### src/rtl/process_element_mac_pipe_if.sv
// Operand/result bundle for process_element_mac_pipe.
//   master : drives in_valid, in_last, din0, din1; observes the result signals.
//   slave  : the MAC pipe; consumes operands, drives out_valid, dout, out_count, out_ovf.
// Widths must match the parameters of the process_element_mac_pipe instance using it.
interface process_element_mac_pipe_if #(
  parameter int unsigned A_WIDTH   = 9,
  parameter int unsigned B_WIDTH   = 16,
  parameter int unsigned OUT_WIDTH = 16,
  parameter int unsigned CNT_WIDTH = 16
);

  logic                        in_valid;
  logic                        in_last;
  logic signed [A_WIDTH-1:0]   din0;
  logic signed [B_WIDTH-1:0]   din1;

  logic                        out_valid;
  logic signed [OUT_WIDTH-1:0] dout;
  logic [CNT_WIDTH-1:0]        out_count;
  logic                        out_ovf;

  modport master (
    output in_valid,
    output in_last,
    output din0,
    output din1,
    input  out_valid,
    input  dout,
    input  out_count,
    input  out_ovf
  );

  modport slave (
    input  in_valid,
    input  in_last,
    input  din0,
    input  din1,
    output out_valid,
    output dout,
    output out_count,
    output out_ovf
  );

endinterface

### src/rtl/process_element_mac_pipe.sv
// Pipelined signed multiply-accumulate processing element.
//
// Operand pairs (din0 x din1) enter at up to one per ce-enabled cycle. Each pair is
// multiplied at full precision through MUL_STAGE register stages, then summed into an
// ACC_WIDTH accumulator. in_last closes a group: the group sum is arithmetically shifted
// right by SHIFT, saturated or truncated to OUT_WIDTH and presented with the term count
// and an overflow flag one cycle later.
//
// Ports:
//   clk    : rising-edge clock
//   reset  : synchronous active-high reset; wins over ce
//   ce     : global clock enable; every register holds while low
//   bus    : slave modport carrying in_valid/in_last/din0/din1 in and
//            out_valid/dout/out_count/out_ovf out
//
// Latency: the result of a group appears MUL_STAGE+1 ce-enabled cycles after the cycle
// that captured its last pair.
module process_element_mac_pipe #(
  parameter int unsigned A_WIDTH   = 9,
  parameter int unsigned B_WIDTH   = 16,
  parameter int unsigned ACC_WIDTH = 32,
  parameter int unsigned OUT_WIDTH = 16,
  parameter int unsigned MUL_STAGE = 4,
  parameter int unsigned SHIFT     = 0,
  parameter int unsigned SATURATE  = 1,
  parameter int unsigned CNT_WIDTH = 16
) (
  input  logic                    clk,
  input  logic                    reset,
  input  logic                    ce,
  process_element_mac_pipe_if.slave bus
);

  localparam int unsigned P_WIDTH  = A_WIDTH + B_WIDTH;
  // Bits of the shifted accumulator that must all equal the sign bit for the value to fit.
  localparam int unsigned HI_WIDTH = ACC_WIDTH - OUT_WIDTH + 1;

  typedef enum logic [0:0] {
    StStart,
    StAccum
  } state_e;

  // ---------------------------------------------------------------------------------------
  // Multiplier pipeline
  // Stage 0 holds the captured operands; stages 1..MUL_STAGE-1 hold the product.
  // vld_q/lst_q[k] tag the data sitting in stage k.
  // ---------------------------------------------------------------------------------------
  logic signed [A_WIDTH-1:0] a_q;
  logic signed [B_WIDTH-1:0] b_q;
  logic [MUL_STAGE-1:0]      vld_q;
  logic [MUL_STAGE-1:0]      lst_q;
  logic signed [P_WIDTH-1:0] prod_q [MUL_STAGE-1];
  logic [P_WIDTH-1:0]        mul_raw;

  // Operands sign-extended to the full product width: the modulo-2^P_WIDTH product is
  // then exactly the signed product, which always fits in P_WIDTH bits.
  assign mul_raw = {{B_WIDTH{a_q[A_WIDTH-1]}}, a_q} * {{A_WIDTH{b_q[B_WIDTH-1]}}, b_q};

  always_ff @(posedge clk) begin
    if (reset) begin
      a_q   <= '0;
      b_q   <= '0;
      vld_q <= '0;
      lst_q <= '0;
      for (int i = 0; i < int'(MUL_STAGE) - 1; i++) begin
        prod_q[i] <= '0;
      end
    end else if (ce) begin
      a_q       <= bus.din0;
      b_q       <= bus.din1;
      vld_q     <= {vld_q[MUL_STAGE-2:0], bus.in_valid};
      // A last marker without a valid pair carries no meaning; drop it at the door.
      lst_q     <= {lst_q[MUL_STAGE-2:0], bus.in_valid & bus.in_last};
      prod_q[0] <= $signed(mul_raw);
      for (int i = 1; i < int'(MUL_STAGE) - 1; i++) begin
        prod_q[i] <= prod_q[i-1];
      end
    end
  end

  logic                        p_valid;
  logic                        p_last;
  logic signed [P_WIDTH-1:0]   p_tail;
  logic signed [ACC_WIDTH-1:0] p_ext;

  assign p_valid = vld_q[MUL_STAGE-1];
  assign p_last  = lst_q[MUL_STAGE-1];
  assign p_tail  = prod_q[MUL_STAGE-2];
  assign p_ext   = ACC_WIDTH'(p_tail);

  // ---------------------------------------------------------------------------------------
  // Accumulator FSM
  // ---------------------------------------------------------------------------------------
  state_e                      state_q, state_d;
  logic signed [ACC_WIDTH-1:0] acc_q, acc_d;
  logic [CNT_WIDTH-1:0]        cnt_q, cnt_d;
  logic                        gov_q, gov_d;   // sticky group overflow
  logic                        done_q, done_d; // acc/cnt/gov hold a finished group

  logic signed [ACC_WIDTH-1:0] sum;
  logic                        sum_ovf;
  logic [CNT_WIDTH-1:0]        cnt_inc;

  assign sum     = acc_q + p_ext;
  // Signed overflow: both addends share a sign and the result's sign differs from it.
  assign sum_ovf = (acc_q[ACC_WIDTH-1] == p_ext[ACC_WIDTH-1]) &&
                   (sum[ACC_WIDTH-1] != acc_q[ACC_WIDTH-1]);
  assign cnt_inc = (&cnt_q) ? cnt_q : cnt_q + CNT_WIDTH'(1);

  always_comb begin
    state_d = state_q;
    acc_d   = acc_q;
    cnt_d   = cnt_q;
    gov_d   = gov_q;
    done_d  = 1'b0;
    unique case (state_q)
      StStart: begin
        if (p_valid) begin
          acc_d   = p_ext;
          cnt_d   = CNT_WIDTH'(1);
          gov_d   = 1'b0;
          done_d  = p_last;
          state_d = p_last ? StStart : StAccum;
        end
      end
      StAccum: begin
        if (p_valid) begin
          acc_d  = sum;
          cnt_d  = cnt_inc;
          gov_d  = gov_q | sum_ovf;
          done_d = p_last;
          if (p_last) begin
            state_d = StStart;
          end
        end
      end
    endcase
  end

  always_ff @(posedge clk) begin
    if (reset) begin
      state_q <= StStart;
      acc_q   <= '0;
      cnt_q   <= '0;
      gov_q   <= 1'b0;
      done_q  <= 1'b0;
    end else if (ce) begin
      state_q <= state_d;
      acc_q   <= acc_d;
      cnt_q   <= cnt_d;
      gov_q   <= gov_d;
      done_q  <= done_d;
    end
  end

  // ---------------------------------------------------------------------------------------
  // Output stage: shift, range check, saturate/truncate, register
  // ---------------------------------------------------------------------------------------
  logic signed [ACC_WIDTH-1:0] shifted;
  logic [HI_WIDTH-1:0]         hi_bits;
  logic                        fits;
  logic                        sat_evt;
  logic signed [OUT_WIDTH-1:0] res;

  assign shifted = acc_q >>> SHIFT;
  assign hi_bits = shifted[ACC_WIDTH-1:OUT_WIDTH-1];
  assign fits    = (&hi_bits) | ~(|hi_bits);

  always_comb begin
    sat_evt = 1'b0;
    res     = shifted[OUT_WIDTH-1:0];
    if (!fits && (SATURATE != 0)) begin
      sat_evt = 1'b1;
      res     = shifted[ACC_WIDTH-1] ? {1'b1, {(OUT_WIDTH-1){1'b0}}}
                                     : {1'b0, {(OUT_WIDTH-1){1'b1}}};
    end
  end

  logic                        out_valid_q;
  logic signed [OUT_WIDTH-1:0] dout_q;
  logic [CNT_WIDTH-1:0]        out_count_q;
  logic                        out_ovf_q;

  always_ff @(posedge clk) begin
    if (reset) begin
      out_valid_q <= 1'b0;
      dout_q      <= '0;
      out_count_q <= '0;
      out_ovf_q   <= 1'b0;
    end else if (ce) begin
      out_valid_q <= done_q;
      // Result fields only change when a new group completes.
      if (done_q) begin
        dout_q      <= res;
        out_count_q <= cnt_q;
        out_ovf_q   <= gov_q | sat_evt;
      end
    end
  end

  assign bus.out_valid = out_valid_q;
  assign bus.dout      = dout_q;
  assign bus.out_count = out_count_q;
  assign bus.out_ovf   = out_ovf_q;

endmodule

### src/flat_wrapper.sv
// flat-port wrapper written by rule: the top's interface ports become plain ports
module process_element_mac_pipe_flat 
#(
  parameter int unsigned A_WIDTH   = 9,
  parameter int unsigned B_WIDTH   = 16,
  parameter int unsigned ACC_WIDTH = 32,
  parameter int unsigned OUT_WIDTH = 16,
  parameter int unsigned MUL_STAGE = 4,
  parameter int unsigned SHIFT     = 0,
  parameter int unsigned SATURATE  = 1,
  parameter int unsigned CNT_WIDTH = 16
)
  (clk, reset, ce, bus_in_valid, bus_in_last, bus_din0, bus_din1, bus_out_valid, bus_dout, bus_out_count, bus_out_ovf);
  process_element_mac_pipe_if #(.A_WIDTH(A_WIDTH), .B_WIDTH(B_WIDTH), .OUT_WIDTH(OUT_WIDTH), .CNT_WIDTH(CNT_WIDTH)) bus_i ();
  input  logic clk;
  input  logic reset;
  input  logic ce;
  input wire logic [$bits(bus_i.in_valid)-1:0] bus_in_valid;
  input wire logic [$bits(bus_i.in_last)-1:0] bus_in_last;
  input wire logic [$bits(bus_i.din0)-1:0] bus_din0;
  input wire logic [$bits(bus_i.din1)-1:0] bus_din1;
  output wire logic [$bits(bus_i.out_valid)-1:0] bus_out_valid;
  output wire logic [$bits(bus_i.dout)-1:0] bus_dout;
  output wire logic [$bits(bus_i.out_count)-1:0] bus_out_count;
  output wire logic [$bits(bus_i.out_ovf)-1:0] bus_out_ovf;
  assign bus_i.in_valid = bus_in_valid;
  assign bus_i.in_last = bus_in_last;
  assign bus_i.din0 = bus_din0;
  assign bus_i.din1 = bus_din1;
  assign bus_out_valid = bus_i.out_valid;
  assign bus_dout = bus_i.dout;
  assign bus_out_count = bus_i.out_count;
  assign bus_out_ovf = bus_i.out_ovf;
  process_element_mac_pipe #(.A_WIDTH(A_WIDTH), .B_WIDTH(B_WIDTH), .ACC_WIDTH(ACC_WIDTH), .OUT_WIDTH(OUT_WIDTH), .MUL_STAGE(MUL_STAGE), .SHIFT(SHIFT), .SATURATE(SATURATE), .CNT_WIDTH(CNT_WIDTH)) u_core (.clk(clk), .reset(reset), .ce(ce), .bus(bus_i));
endmodule
### config.mk
export PLATFORM = sky130hd
export DESIGN_NAME = process_element_mac_pipe_flat
export DESIGN_NICKNAME = d
export VERILOG_FILES = /design/src/rtl/process_element_mac_pipe_if.sv /design/src/rtl/process_element_mac_pipe.sv /design/src/flat_wrapper.sv
export SDC_FILE = /design/constraint.sdc
export NUM_CORES = 1
export LEC_CHECK = 0
export BUFFER_PORTS_ARGS = -buffer_cell sky130_fd_sc_hd__clkbuf_2
export CAP_MARGIN = 10
export CORE_MARGIN = 4
export CORE_UTILIZATION = 41
export DETAILED_ROUTE_END_ITERATION = 8
export HOLD_SLACK_MARGIN = 0.02
export PLACE_DENSITY_LB_ADDON = 0.05
export SETUP_SLACK_MARGIN = 0.15
export SYNTH_ARGS = -nofsm -noshare
export SYNTH_HDL_FRONTEND = slang
export SYNTH_SLANG_ARGS = --single-unit
### constraint.sdc
create_clock -name clk -period 14 [get_ports clk]
set_clock_uncertainty 0.05 [all_clocks]
set_input_delay 1.4 -clock clk [delete_from_list [all_inputs] [get_ports clk]]
set_output_delay 1.4 -clock clk [all_outputs]
set_load 0.005 [all_outputs]
; ---- Yosys cells after proc, flatten, opt, wreduce, memory -nomap -nowiden
; Memory sizes are Yosys's and may differ from the RTL's.
; Index checks and enable logic that the tools add are counted.
[op_classes]
n_addsub = 2
n_mul = 1
eq_ne = 5
n_reduce_logical = 7
n_mux = 26
bitwise = 9
[ops]
columns = op, n
row1 = $mux 16, 5
row2 = $mux 25, 3
row3 = $mux 32, 2
row4 = $pmux 32 s2, 1
row5 = $add 32x25->32, 1
row6 = $pmux 16 s2, 1
row7 = $mul 9x16->25, 1
row8 = $reduce_and 17->1, 1
row9 = $reduce_or 17->1, 1
row10 = $add 16x1->16 const B, 1
row11 = $reduce_and 16->1, 1
row12 = $mux 1, 12
row13 = $or 1x1->1, 6
row14 = $ne 2x1->1 const B, 2
row15 = $pmux 1 s2, 2
row16 = $reduce_and 4->1, 1
row17 = $reduce_and 3->1, 1
row18 = $ne 2x2->1 const B, 1
row19 = $not 1->1, 2
row20 = $reduce_and 2->1, 1
row21 = $and 1x1->1, 1
row22 = $eq 1x1->1, 1
row23 = $logic_and 1x1->1, 1
row24 = $ne 1x1->1, 1
[totals]
ram_bits = 75
output_inout_bits = 34
reg_bits = 118
memories = 1
[memory_table]
columns = memory, words, width, rd, rd_clocked_by_memory_dff, wr, line
row1 = u_core.prod_q, 3, 25, 3, 0, 3, process_element_mac_pipe.sv:52  ; logic signed [P_WIDTH-1:0] prod_q [MUL_STAGE-1];

; ---- Longest topological paths before layout
[depth]
word_depth = 6
ltp_mapped = 22
mapped_depth_nobuf = 20

; ---- Worst setup path before layout
; OpenSTA, ideal clock, no wires.
[synth_timing]
path_kind = register to register
startpoint = register u_core.a_q[0]
endpoint = memory u_core.prod_q[0][22] (netlist bit) (data pin)
t_required_ns = 13.684
path_buffers = 2
stages_incl_launch_ff = 21
arrival_time_ns = 5.038
path_slack_ns = 8.646
setup_time_ns = 0.266
cell_sequence = dfxtp_1 clkbuf_1 clkbuf_1 nand2_1 fa_1 inv_1 fa_1 inv_1 fa_1 inv_1 fa_1 ha_1 ha_1 a21o_1 a2111oi_4 o211ai_2 a311oi_4 o21bai_1 a21oi_1 xor2_1 nor2_1
[synth_lines]
columns = element, line
row1 = start: declaration, process_element_mac_pipe.sv:48  ; logic signed [A_WIDTH-1:0] a_q;
row2 = start signal: assignment, process_element_mac_pipe.sv:69  ; a_q <= bus.din0;
row3 = end: declaration, process_element_mac_pipe.sv:52

==> results.json <==
{
  "status": "complete, no violations",
  "via_count": 9829,
  "yosysSeqAreaShare_pct": 33.4,
  "route.detailed.drc": 0,
  "grt_max_degree": 76,
  "rsz0062_at_grt": "no",
  "wl_um": 30800,
  "ys_seq_elements": 193,
  "syn_area_per_cell_um2": 9.57,
  "vdd_drop_max_uv": 92.4,
  "grt_use_total_pct": 17.8,
  "cp_common_cell": "fa_1",
  "drt.antenna.violating_nets": 0,
  "finish.instance_area_um2": 15100,
  "crit_path_start_kind": "flip-flop",
  "r2r_start": "u_core.a_q[2]",
  "synth_cell_types": 67,
  "cts_root_buf": "clkbuf_16",
  "synth_edf_count": 75,
  "postPlaceCellArea_um2": 14500,
  "crit_chain": "nand2_1 -> fa_1 -> inv_1 -> fa_1 -> ha_1 -> inv_1 -> fa_1 -> inv_1 -> ha_1 -> ha_1 -> fa_1 -> a21o_1 -> a21oi_1 -> o211ai_1 -> a31oi_1 -> o31ai_1 -> nor2_1 -> o21ai_0 -> xor2_1 -> and2_1",
  "p_leak_nw": 6.91,
  "worstHoldStart": "u_core.bus.out_count[1]",
  "cts_tree": "yes",
  "fin_crit_sh_pct": 40.6,
  "cts_max_level": 4,
  "die_area_um2": 36700,
  "crit_arrival_ns": 5.84,
  "hp-class": "flip-flop to flip-flop",
  "cp.required_ns": 14.16,
  "cp-end-kind": "flip-flop",
  "p_total_mw": 1.32,
  "critPathKind": "flip-flop to flip-flop",
  "nets": 1690,
  "fill_cells": 3237,
  "core_region_area_um2": 32900,
  "rows": 66,
  "layout_commonest_cell": "nand2_1",
  "finalSetupViolCount": 0,
  "grt_overflow": 0,
  "setup_tns_ns": 0,
  "max_freq_mhz": 176,
  "tightest_slew_ns": 1.17,
  "reg2reg_depth": 20,
  "syn_to_final_growth_pct": 9.00,
  "slowest_stage": "dfxtp_1",
  "max-cap-violations": 0,
  "postCtsSetupBuffers": 0,
  "antennaDiodeCount": 0,
  "numCtsBuffers": 17,
  "path_buf_inv": 3,
  "ctsResizeCount": 0,
  "hold_viol_final": 0,
  "synthArstFlopShare_pct": 0,
  "reg2reg_slack_ns": 8.32,
  "final_cell_mix": "nand2_1, and2_1, fa_1, dfxtp_1, nor2_1",
  "wire_per_inst_um": 16.1,
  "die_w_um": 192,
  "first_pass_iters": 5,
  "drt-initial-drc-count": 568,
  "synth_top_flop_cell": "dfxtp_1",
  "holdWs_ns": 0.404,
  "ys_warn_count": 0,
  "post-route-util_pct": 45.8,
  "first_global_vias": 9836,
  "clkSlewWorstSetupHoldPaths_ns": 0.07,
  "ctsHoldBuffers": 0,
  "netlist_area_um2": 13800,
  "vias_per_cell": 5.14,
  "antenna_found_initial": 0,
  "power_density_nw_per_um2": 87.5,
  "die_h_um": 192,
  "holdPathEnd": "u_core.bus.out_count[1]",
  "reg2reg_to": "u_core.prod_q[0][23]",
  "synthesis.nets": 1678,
  "slew_viol_final": 0,
  "min_period_ns": 5.68,
  "max_slew_margin_pct": 21.8,
  "dp_hpwl_um": 22700,
  "hold_depth": 2,
  "drive_gt1_share_pct": 8.85,
  "ios": 64,
  "clkLatencyLatePin_ns": 0.46,
  "initial_core_util_pct": 42.1,
  "port_buffers": 63,
  "grt_pass1_wl_um": 52000,
  "crit_fanout": 17,
  "clock_path_buffers": 2,
  "synthCells": 1444,
  "gp_congestion": 0.829,
  "max_stage_delay_ns": 0.71,
  "cts_sinks": 193,
  "path_delay_family": "adder cells"
}
through the flow:
step	worst slack, ns	cells
2_1_floorplan	8.65	1444
3_3_place_gp	8.40	1879
3_5_place_dp	8.29	1879
4_1_cts	8.27	1911
5_1_grt	7.94	1911
6_report	8.32	1911
how the worst max path moves through the flow:
stage / slack, ns / startpoint / to / cells past startpoint
after detailed placement: 8.29 / u_core.a_q[2] / u_core.prod_q[0][23] / 20
after global routing: 7.94 / u_core.a_q[1] / u_core.prod_q[0][23] / 20
after CTS: 8.27 / u_core.a_q[2] / u_core.prod_q[0][23] / 20
final: 8.32 / u_core.a_q[2] / u_core.prod_q[0][23] / 20
after floorplan: 8.65 / u_core.a_q[0] / u_core.prod_q[0][22] / 20
after global placement: 8.40 / u_core.a_q[2] / u_core.prod_q[0][23] / 20
cell type report:
class / instances / area (um2) / share of cell area [%]
inverter: 108 / 405 / 2.69
tap: 442 / 553 / 3.67
clock inverter: 15 / 171 / 1.14
sequential: 193 / 4610 / 30.6
multi-input combinational: 1063 / 8510 / 56.5
timing repair buffer: 73 / 390 / 2.59
clock buffer: 17 / 425 / 2.82
cell usage after synthesis (10+ instances only):
cell type    n  share of area, %
ha_1        84               7.6
dfxtp_1    118                17
nand3_1     19              0.69
a21o_1      26               1.4
a31oi_1     13              0.59
inv_1      108               2.9
o21ai_0     64               2.3
xnor2_1     27               1.7
nand2_1    141               3.8
xor2_1      32               2.0
nor3_1      15              0.54
fa_1       120                17
nand4_1     10              0.45
a211oi_1    10              0.54
edfxtp_1    75                16
a21oi_1    115               4.2
nor2_1     116               3.1
clkbuf_1    73               2.0
and2_1     127               5.7
mux2i_1     39               2.8
power by group:
group,total (mW),internal [mW],switching (mW)
Combinational,0.194,0.0804,0.113
Clock,0.497,0.254,0.242
Sequential,0.629,0.606,0.0225
Total,1.32,0.941,0.378
metal layers:
layer | share of wire, % | wire, um | GRT usage, %
met4 | 1.5 | 476 | 4.75
met2 | 50 | 15400 | 29.7
met5 | 0 | 0 | 0
met1 | 46 | 14100 | 24.5
met3 | 2.8 | 857 | 2.53
sequential cells by signal, indices dropped and copies added (netlist names), named ones only:
signal and count:
u_core.acc_q 32, u_core.bus.out_valid 1, u_core.bus.dout 16, u_core.bus.out_count 16, u_core.cnt_q 16, u_core.gov_q 1
u_core.vld_q 4, u_core.lst_q 4, u_core.prod_q 75, u_core.done_q 1, u_core.bus.out_ovf 1, u_core.a_q 9
u_core.b_q 16
logic make-up (layout without fill, tap and decap cells):
logic type	count (synthesis)	after routing	share of synthesized area [%]
buf+inv	188	213	5.21
flops	193	193	33.4
xor+xnor	59	59	3.74
compound gates	284	284	12.9
simple gates	476	476	16.9
mux	40	40	2.91
fa+ha+maj	204	204	25.0
worst min-delay path, delay by kind of cell (launching register included):
kind               cells  cell delay, ns
DFF                    1            0.31
and+or+nand+nor        1            0.05
AOI/OAI and AO/OA      1            0.05
Power figures use the tool's default switching activity.
